File: config.mk
export PLATFORM = sky130hd
export DESIGN_NAME = pll_lock_ctrl
export DESIGN_NICKNAME = d
export VERILOG_FILES = /design/src/rtl/pll_lock_ctrl.sv
export SDC_FILE = /design/constraint.sdc
export NUM_CORES = 1
export LEC_CHECK = 0
export CAP_MARGIN = 25
export CORE_MARGIN = 1.5
export CORE_UTILIZATION = 45
export CTS_CLUSTER_SIZE = 10
export DETAILED_ROUTE_END_ITERATION = 12
export PLACE_DENSITY = 0.61
export SLEW_MARGIN = 20
export SYNTH_ARGS = -nofsm -noshare
export SYNTH_HDL_FRONTEND = slang
export SYNTH_SLANG_ARGS = --single-unit
File: constraint.sdc
create_clock -name clk -period 2.4 [get_ports clk]
set_input_delay 0.48 -clock clk [delete_from_list [all_inputs] [get_ports clk]]
set_output_delay 0.48 -clock clk [all_outputs]
set_load 0.02 [all_outputs]
File: src/rtl/pll_lock_ctrl.sv
// pll_lock_ctrl: sequences PLL reset/power-down and qualifies lock before releasing downstream logic
// Ports: clk, rst (sync, active high), pwrdwn_req (level), restart (pulse), pll_locked (async)
//        -> pll_rst, pll_pwrdwn, ready, failed, lost_lock (pulse), retries[3:0]
// Build option: define PLL_LOCK_CTRL_AUTORELOCK_EN to relock automatically after loss of lock
//               (otherwise loss of lock lands in FAIL).
module pll_lock_ctrl #(
  parameter int RST_CYCLES    = 16,
  parameter int LOCK_TIMEOUT  = 65536,
  parameter int STABLE_CYCLES = 256,
  parameter int MAX_RETRIES   = 3,
  parameter int CNTR_WIDTH    = 20
) (
  input  logic       clk,
  input  logic       rst,
  input  logic       pwrdwn_req,
  input  logic       restart,
  input  logic       pll_locked,
  output logic       pll_rst,
  output logic       pll_pwrdwn,
  output logic       ready,
  output logic       failed,
  output logic       lost_lock,
  output logic [3:0] retries
);
  typedef enum logic [2:0] {S_RESET, S_WAIT, S_STABLE, S_RUN, S_FAIL, S_PWRDN} state_t;
  localparam logic [CNTR_WIDTH-1:0] RST_LAST = CNTR_WIDTH'(RST_CYCLES - 1);
  localparam logic [CNTR_WIDTH-1:0] TO_LAST  = CNTR_WIDTH'(LOCK_TIMEOUT - 1);
  localparam logic [CNTR_WIDTH-1:0] ST_LAST  = CNTR_WIDTH'(STABLE_CYCLES - 1);
  state_t state, state_n;
  logic [CNTR_WIDTH-1:0] cnt, cnt_n;
  logic [1:0] sync;
  logic [3:0] retries_n;
  logic lock_s, fresh, enter, failed_n, lost_n;
  assign lock_s = sync[1];
  always_comb begin
    state_n   = state;
    enter     = 1'b0;
    retries_n = retries;
    failed_n  = failed;
    lost_n    = 1'b0;
    if (pwrdwn_req) begin
      state_n = S_PWRDN;
      enter   = state != S_PWRDN;
    end else if (state == S_PWRDN) begin
      state_n = S_RESET;
      enter   = 1'b1;
    end else if (restart) begin
      state_n   = S_RESET;
      enter     = 1'b1;
      retries_n = '0;
      failed_n  = 1'b0;
    end else begin
      case (state)
        // fresh holds off the exit so the pulse counts from the first edge out of rst
        S_RESET: if (cnt == RST_LAST && !fresh) begin
          state_n = S_WAIT;
          enter   = 1'b1;
        end
        S_WAIT: if (lock_s) begin
          state_n = S_STABLE;
          enter   = 1'b1;
        end else if (cnt == TO_LAST) begin
          enter = 1'b1;
          if (retries == 4'(MAX_RETRIES)) begin
            state_n  = S_FAIL;
            failed_n = 1'b1;
          end else begin
            state_n   = S_RESET;
            retries_n = (retries == 4'hf) ? retries : retries + 4'd1;
          end
        end
        S_STABLE: if (!lock_s) begin
          state_n = S_WAIT;
          enter   = 1'b1;
        end else if (cnt == ST_LAST) begin
          state_n = S_RUN;
          enter   = 1'b1;
        end
        S_RUN: if (!lock_s) begin
          lost_n = 1'b1;
          enter  = 1'b1;
`ifdef PLL_LOCK_CTRL_AUTORELOCK_EN
          state_n = S_RESET;
`else
          state_n  = S_FAIL;
          failed_n = 1'b1;
`endif
        end
        default: ;
      endcase
    end
    if (enter && state_n == S_RESET) failed_n = 1'b0;
    // counter only runs in the timed states so it never wraps while parked
    cnt_n = enter ? '0 : (fresh || !(state inside {S_RESET, S_WAIT, S_STABLE})) ? cnt : cnt + CNTR_WIDTH'(1);
  end
  always_ff @(posedge clk) begin
    if (rst) begin
      state      <= S_RESET;
      cnt        <= '0;
      sync       <= '0;
      fresh      <= 1'b1;
      retries    <= '0;
      failed     <= 1'b0;
      lost_lock  <= 1'b0;
      pll_rst    <= 1'b1;
      pll_pwrdwn <= 1'b0;
      ready      <= 1'b0;
    end else begin
      state      <= state_n;
      cnt        <= cnt_n;
      sync       <= {sync[0], pll_locked};
      fresh      <= 1'b0;
      retries    <= retries_n;
      failed     <= failed_n;
      lost_lock  <= lost_n;
      pll_rst    <= state_n inside {S_RESET, S_FAIL, S_PWRDN};
      pll_pwrdwn <= state_n == S_PWRDN;
      ready      <= state_n == S_RUN;
    end
  end
endmodule

* Yosys cells after proc, flatten, opt, wreduce, memory -nomap -nowiden *
Cells that the tools add are included.

cells by class
  bitwise operators = 3
  multiplexer cells = 34
  reductions and logical operators = 17
  equal/unequal tests = 20
  add/sub/neg operators = 2

operator list
  operator               count
  $mux 3                 10
  $mux 4                 6
  $add 20x1->20 const B  1
  $eq 20x16->1 const B   1
  $eq 20x4->1 const B    1
  $eq 20x8->1 const B    1
  $mux 1                 15
  $ne 3x3->1 const B     5
  $reduce_and 7->1       2
  $pmux 3 s4             1
  $eq 3x2->1 const B     3
  $eq 3x3->1 const B     3
  $reduce_bool 3->1      3
  $logic_not 3->1        2
  $ne 2x2->1 const B     3
  $reduce_or 5->1        1
  $add 4x1->4 const B    1
  $eq 4x2->1 const B     1
  $eq 4x4->1 const B     1
  $pmux 1 s4             1
  $reduce_bool 2->1      2
  $reduce_or 2->1        2
  $eq 3x1->1 const B     1
  $not 1->1              3
  4 further kinds        6

storage, ports and cells
  word-level logic and storage cells = 86
  register bits = 35

* Longest topological paths before layout *
  depth in word-level cells = 11
  depth in mapped cells = 8
  depth with buffers taken out = 6

* Worst setup path before layout *
No wires, ideal clock.

  path type = reg-to-reg
  from = register cnt[0]
  to = register cnt[0]
  data required time = 2.259 ns
  library setup time = 0.141 ns
  period minus slack after synthesis = 2.059 ns
  buffers on the path = 2
  path slack = 0.341 ns
  stages on the path, launching flop included = 9
  data arrival time = 1.919 ns
  cell sequence = dfxtp_1 ha_1 and3_1 clkbuf_1 nand2_1 or4_4 a32oi_2 buf_6 nor3_2

between the ends
  word-level cells in the longest chain between the ends = 8
  elaborated cells on any way between the ends = 15
  classes of those cells = add/sub: 1; eq/ne: 3; mux: 9; reduce/logical: 2

RTL lines
  element                                    line        RTL
  start, declared                            30          logic [CNTR_WIDTH-1:0] cnt, cnt_n;
  start signal, assigned                     110         cnt <= cnt_n;
  $eq 20x8->1, or another cell as far along  75          end else if (cnt == ST_LAST) begin
  $mux 1, or another cell as far along       75
  $mux 1 (on tied branches)                  72, 55, 59
  $pmux 1 s4                                 53          case (state)
  $mux 1                                     47          end else if (restart) begin
  $mux 1                                     44          end else if (state == S_PWRDN) begin
  $mux 1                                     41          if (pwrdwn_req) begin
  $reduce_or 2->1 (no line)                  -

Several ways; a longest one is shown, not always the timed one.
A chain may end at the register's enable or synchronous reset.

* Worst setup path in the final report *
  from = register cnt[16]
  to = register cnt[0]

between the ends
  word-level cells in the longest chain between the ends = 8
  elaborated cells on any way between the ends = 14
  classes of those cells = eq/ne: 3; mux: 9; reduce/logical: 2

RTL lines
  element                                    line
  $eq 20x8->1, or another cell as far along  75
  $mux 1, or another cell as far along       75
  $mux 1 (on tied branches)                  72, 55, 59
  $pmux 1 s4 (*)                             53
  $mux 1 (*)                                 47
  $mux 1 (*)                                 44
  $mux 1 (*)                                 41
  $reduce_or 2->1 (no line) (*)              -

Mark *: on every way between the ends. The rest lies on a longest branch, timed or not.

==> impl_summary.log <==
[metrics] GRT Residual Overflow: 0
[metrics] TritonCTS clock tree: built
[metrics] post-detailed-route count of antenna-violating nets: 0
[metrics] routed length on met2: 2.02 mm
[metrics] Post-Route Skew: 0.00604 ns
[metrics] unrepaired setup endpoints after global routing: false
[metrics] result of the run: complete, no violations
[metrics] layout overhead on the synthesized area: 16.1%
[metrics] post-CTS setup buffer count: 0
[metrics] buffer depth of the longest clock path: 2
[metrics] Synth warnings: 0
[metrics] Max FO, Critical Path: 20
[metrics] DRT met1 WL: 1.98 mm
[metrics] count of flip-flops with a built-in enable after synthesis: 0
[metrics] ordered cell list for the critical path: nor4_2, nand2_1, or4_4, a32oi_2, buf_12, nor3_2
[metrics] topmost layer with routed signal wires: met4
[metrics] drc violations: 0
[metrics] number of antenna violations at the first check in global routing: 0
[metrics] slew at the pin with the worst max-slew slack: roughly 0.65 ns
[metrics] clock latency of the later-clocked register in the worst-skew pair: 0.29 ns
[metrics] GPL Wtd Cong: approximately 0.96
[metrics] vias after detailed routing: about 1,600
[metrics] start-to-end type of the worst setup path: flip-flop to flip-flop
[metrics] post-cts hold buffer count: 0
[metrics] part of the cycle the worst path needs: around 89%
[metrics] fraction of layout instances using a drive strength above 1: 21.3%
[metrics] maximum number of pins on one net before global-route repair: 25
[metrics] clock-pin slew of the registers on the worst-case setup and hold paths: ~0.07 ns
[metrics] Post-synth top flop: dfxtp_1
[metrics] count of H-tree levels built during CTS: 2
[metrics] fin cells: ~270
[metrics] DIE WIDTH: about 68 µm
[metrics] FFs w/ async S/R, synth: 0%
[metrics] Syn Std Cell Area: between 1500 and 2000 µm²
[metrics] signal arrival time at the worst endpoint: about 2.3 ns
[metrics] Rel. slew slack: 56.2%
[metrics] wire length of the first global-routing pass: roughly 7.5 mm
[metrics] Final Net Count: between 200 and 250
[metrics] final HPWL from detailed placement: roughly 3.1 mm
[metrics] sequential share of the synthesized area: 36.6%
[metrics] area of the die: about 4700 µm²
[metrics] number of diodes: 0
[metrics] sink count of the clock tree: 35
[metrics] All-Layer GR Usage: 21.2%
[metrics] final total negative setup slack: 0 ns
[metrics] drt wl/cell: between 15 and 20 µm
[metrics] post-route minimum period: around 2.1 ns
[metrics] die height: 68.2 µm
[metrics] Netlist cell types: 51
[metrics] # rows: 23
[metrics] DRC violation total after the first TritonRoute iteration: roughly 120
[metrics] PostCTS Resize Cnt: 0
[metrics] Post-Synthesis Net Count: ~210
[metrics] Power per Cell Area: between 500 and 600 nW/µm²
[metrics] number of violations of the max-capacitance limit: 0
[metrics] root buf cell: clkbuf_8
[metrics] crit-path max cell delay: 0.51 ns
[metrics] via count of the first global-routing pass: 1,561
[metrics] worst min-delay path category: flip-flop to flip-flop
[metrics] Worst Setup Start Kind: flip-flop
[metrics] Floorplan Core Area: ~4100 µm²
[metrics] highest clock frequency the design can meet: 0.468 GHz
[metrics] detailed-routed wire length on met3: approximately 130 µm
[metrics] most common cell after layout, fill and taps aside: dfxtp_1
[metrics] Max Transition Viols Final: 0
[metrics] Worst Path Required: 2.56 ns
[metrics] Port Buffers: 13
[metrics] Hold Vio Cnt, Final: 0
[metrics] maximum vdd drop: between 300 and 400 µV
[metrics] post-synthesis sequential element count: 35
[metrics] CTS Buf Count: 5
[metrics] Worst path slowest cell: or4_4
[metrics] I/O pin cnt: 14
[metrics] count of TritonRoute iterations in the first routing pass: 4
[metrics] number of instances in the synthesized netlist: around 210
[metrics] share of the core filled with cells: 54.8%
[metrics] Crit. End Element: flip-flop
[metrics] top library cells by usage in the layout, fill and taps aside: 35 x dfxtp_1, 20 x nor3_2, 18 x xor2_1, 13 x clkdlybuf4s50_1, 11 x nand4_1
[metrics] average cell area after synthesis: 9.34 µm²
[metrics] Inst Count DP: 263
[metrics] detail-routed via count per cell: just under 6
[metrics] sum of routed wire length over all layers: about 4.2 mm
[metrics] final setup violating endpoints: 0
[metrics] leakage component of the power: between 0.0007 and 0.0008 µW
[metrics] initial standard-cell utilization of the core: 47.2%
## flip-flops by register name, indices dropped and copies added (netlist names), 2 cells and up
register and count:
state 3, cnt 20, retries 4, sync 2
## final timing paths
| path | start | to | slack [ns] | depth (start not counted) |
|---|---|---|---|---|
| worst max-delay path | cnt[16] | cnt[0] | 0.26 | 6 |
| worst min-delay path | sync[0] | sync[1] | 0.44 | 1 |
| worst max register to register | cnt[16] | cnt[0] | 0.26 | 6 |
| worst min register to register | sync[0] | sync[1] | 0.44 | 1 |
## routing by layer
| metal | up-vias | GRT usage, % |
|---|---|---|
| li1 | 781 | - |
| met2 | 29 | 33.4 |
| met5 | - | 0 |
| met4 | 0 | 7.00 |
| met1 | 784 | 28.8 |
| met3 | 7 | 4.61 |
## worst max-delay path: cells and delay by family, from the launching register on
family | cells | cell delay, ns
simple gates | 4 | 1.14
flops | 1 | 0.35
compound gates | 1 | 0.28
buf+inv | 1 | 0.22
## metrics by stage
stage               cell area (µm²)  hold slack [ns]  setup WS (ns)  power, µW
global route                   2220            0.473         0.0674       1220
CTS                            2220            0.446          0.263       1190
finish                         2220            0.441          0.265       1170
global placement               2120            0.423          0.194        715
detailed placement             2120            0.428          0.277        718
floorplan                      1910            0.414          0.341        682
## where the power goes
group	switching [µW]	internal, µW
Sequential	6.50	588
Combinational	67.4	42.5
Clock	208	261
Total	282	892
## kinds of logic after synthesis
group | count (synthesis) | share of synthesized area (%)
buffers and inverters | 22 | 5.36
and+or+nand+nor | 97 | 35.0
xor gates and xnor gates | 21 | 9.61
AOI/OAI and AO/OA | 26 | 11.0
DFF | 35 | 36.6
adders and majority gates | 2 | 1.31
muxes | 2 | 1.05
## cell usage after synthesis (2+ instances only)
cell | n | area share (%)
nor4_2 | 3 | 2.0
ha_1 | 2 | 1.3
and2_1 | 5 | 1.6
nor2b_1 | 4 | 1.3
xnor2_1 | 3 | 1.4
nand4_1 | 11 | 3.6
o21ai_0 | 6 | 1.6
nor2_1 | 9 | 1.8
mux2i_1 | 2 | 1.0
xor2_1 | 18 | 8.2
a31oi_1 | 2 | 0.65
nor3b_1 | 2 | 0.78
inv_1 | 7 | 1.4
and3_1 | 4 | 1.3
and4_1 | 5 | 2.3
clkbuf_1 | 10 | 2.0
nand2_1 | 10 | 2.0
buf_6 | 2 | 1.2
nand3_1 | 7 | 1.8
a21oi_1 | 3 | 0.78
nor3_1 | 3 | 0.78
nor4_1 | 3 | 0.98
or3_1 | 3 | 0.98
dfxtp_1 | 35 | 37
nor3_2 | 20 | 10
## final cells by class
type / instances / area [µm²]
Clock buffer: 7 / 96.3
Inverter: 7 / 26.3
Multi-Input combinational cell: 148 / 1110
Sequential cell: 35 / 701
Timing Repair Buffer: 23 / 218
Tap cell: 50 / 62.6
Clock inverter: 1 / 7.51
Fill cell: 370 / 1840
Power figures use the tool's default switching activity.
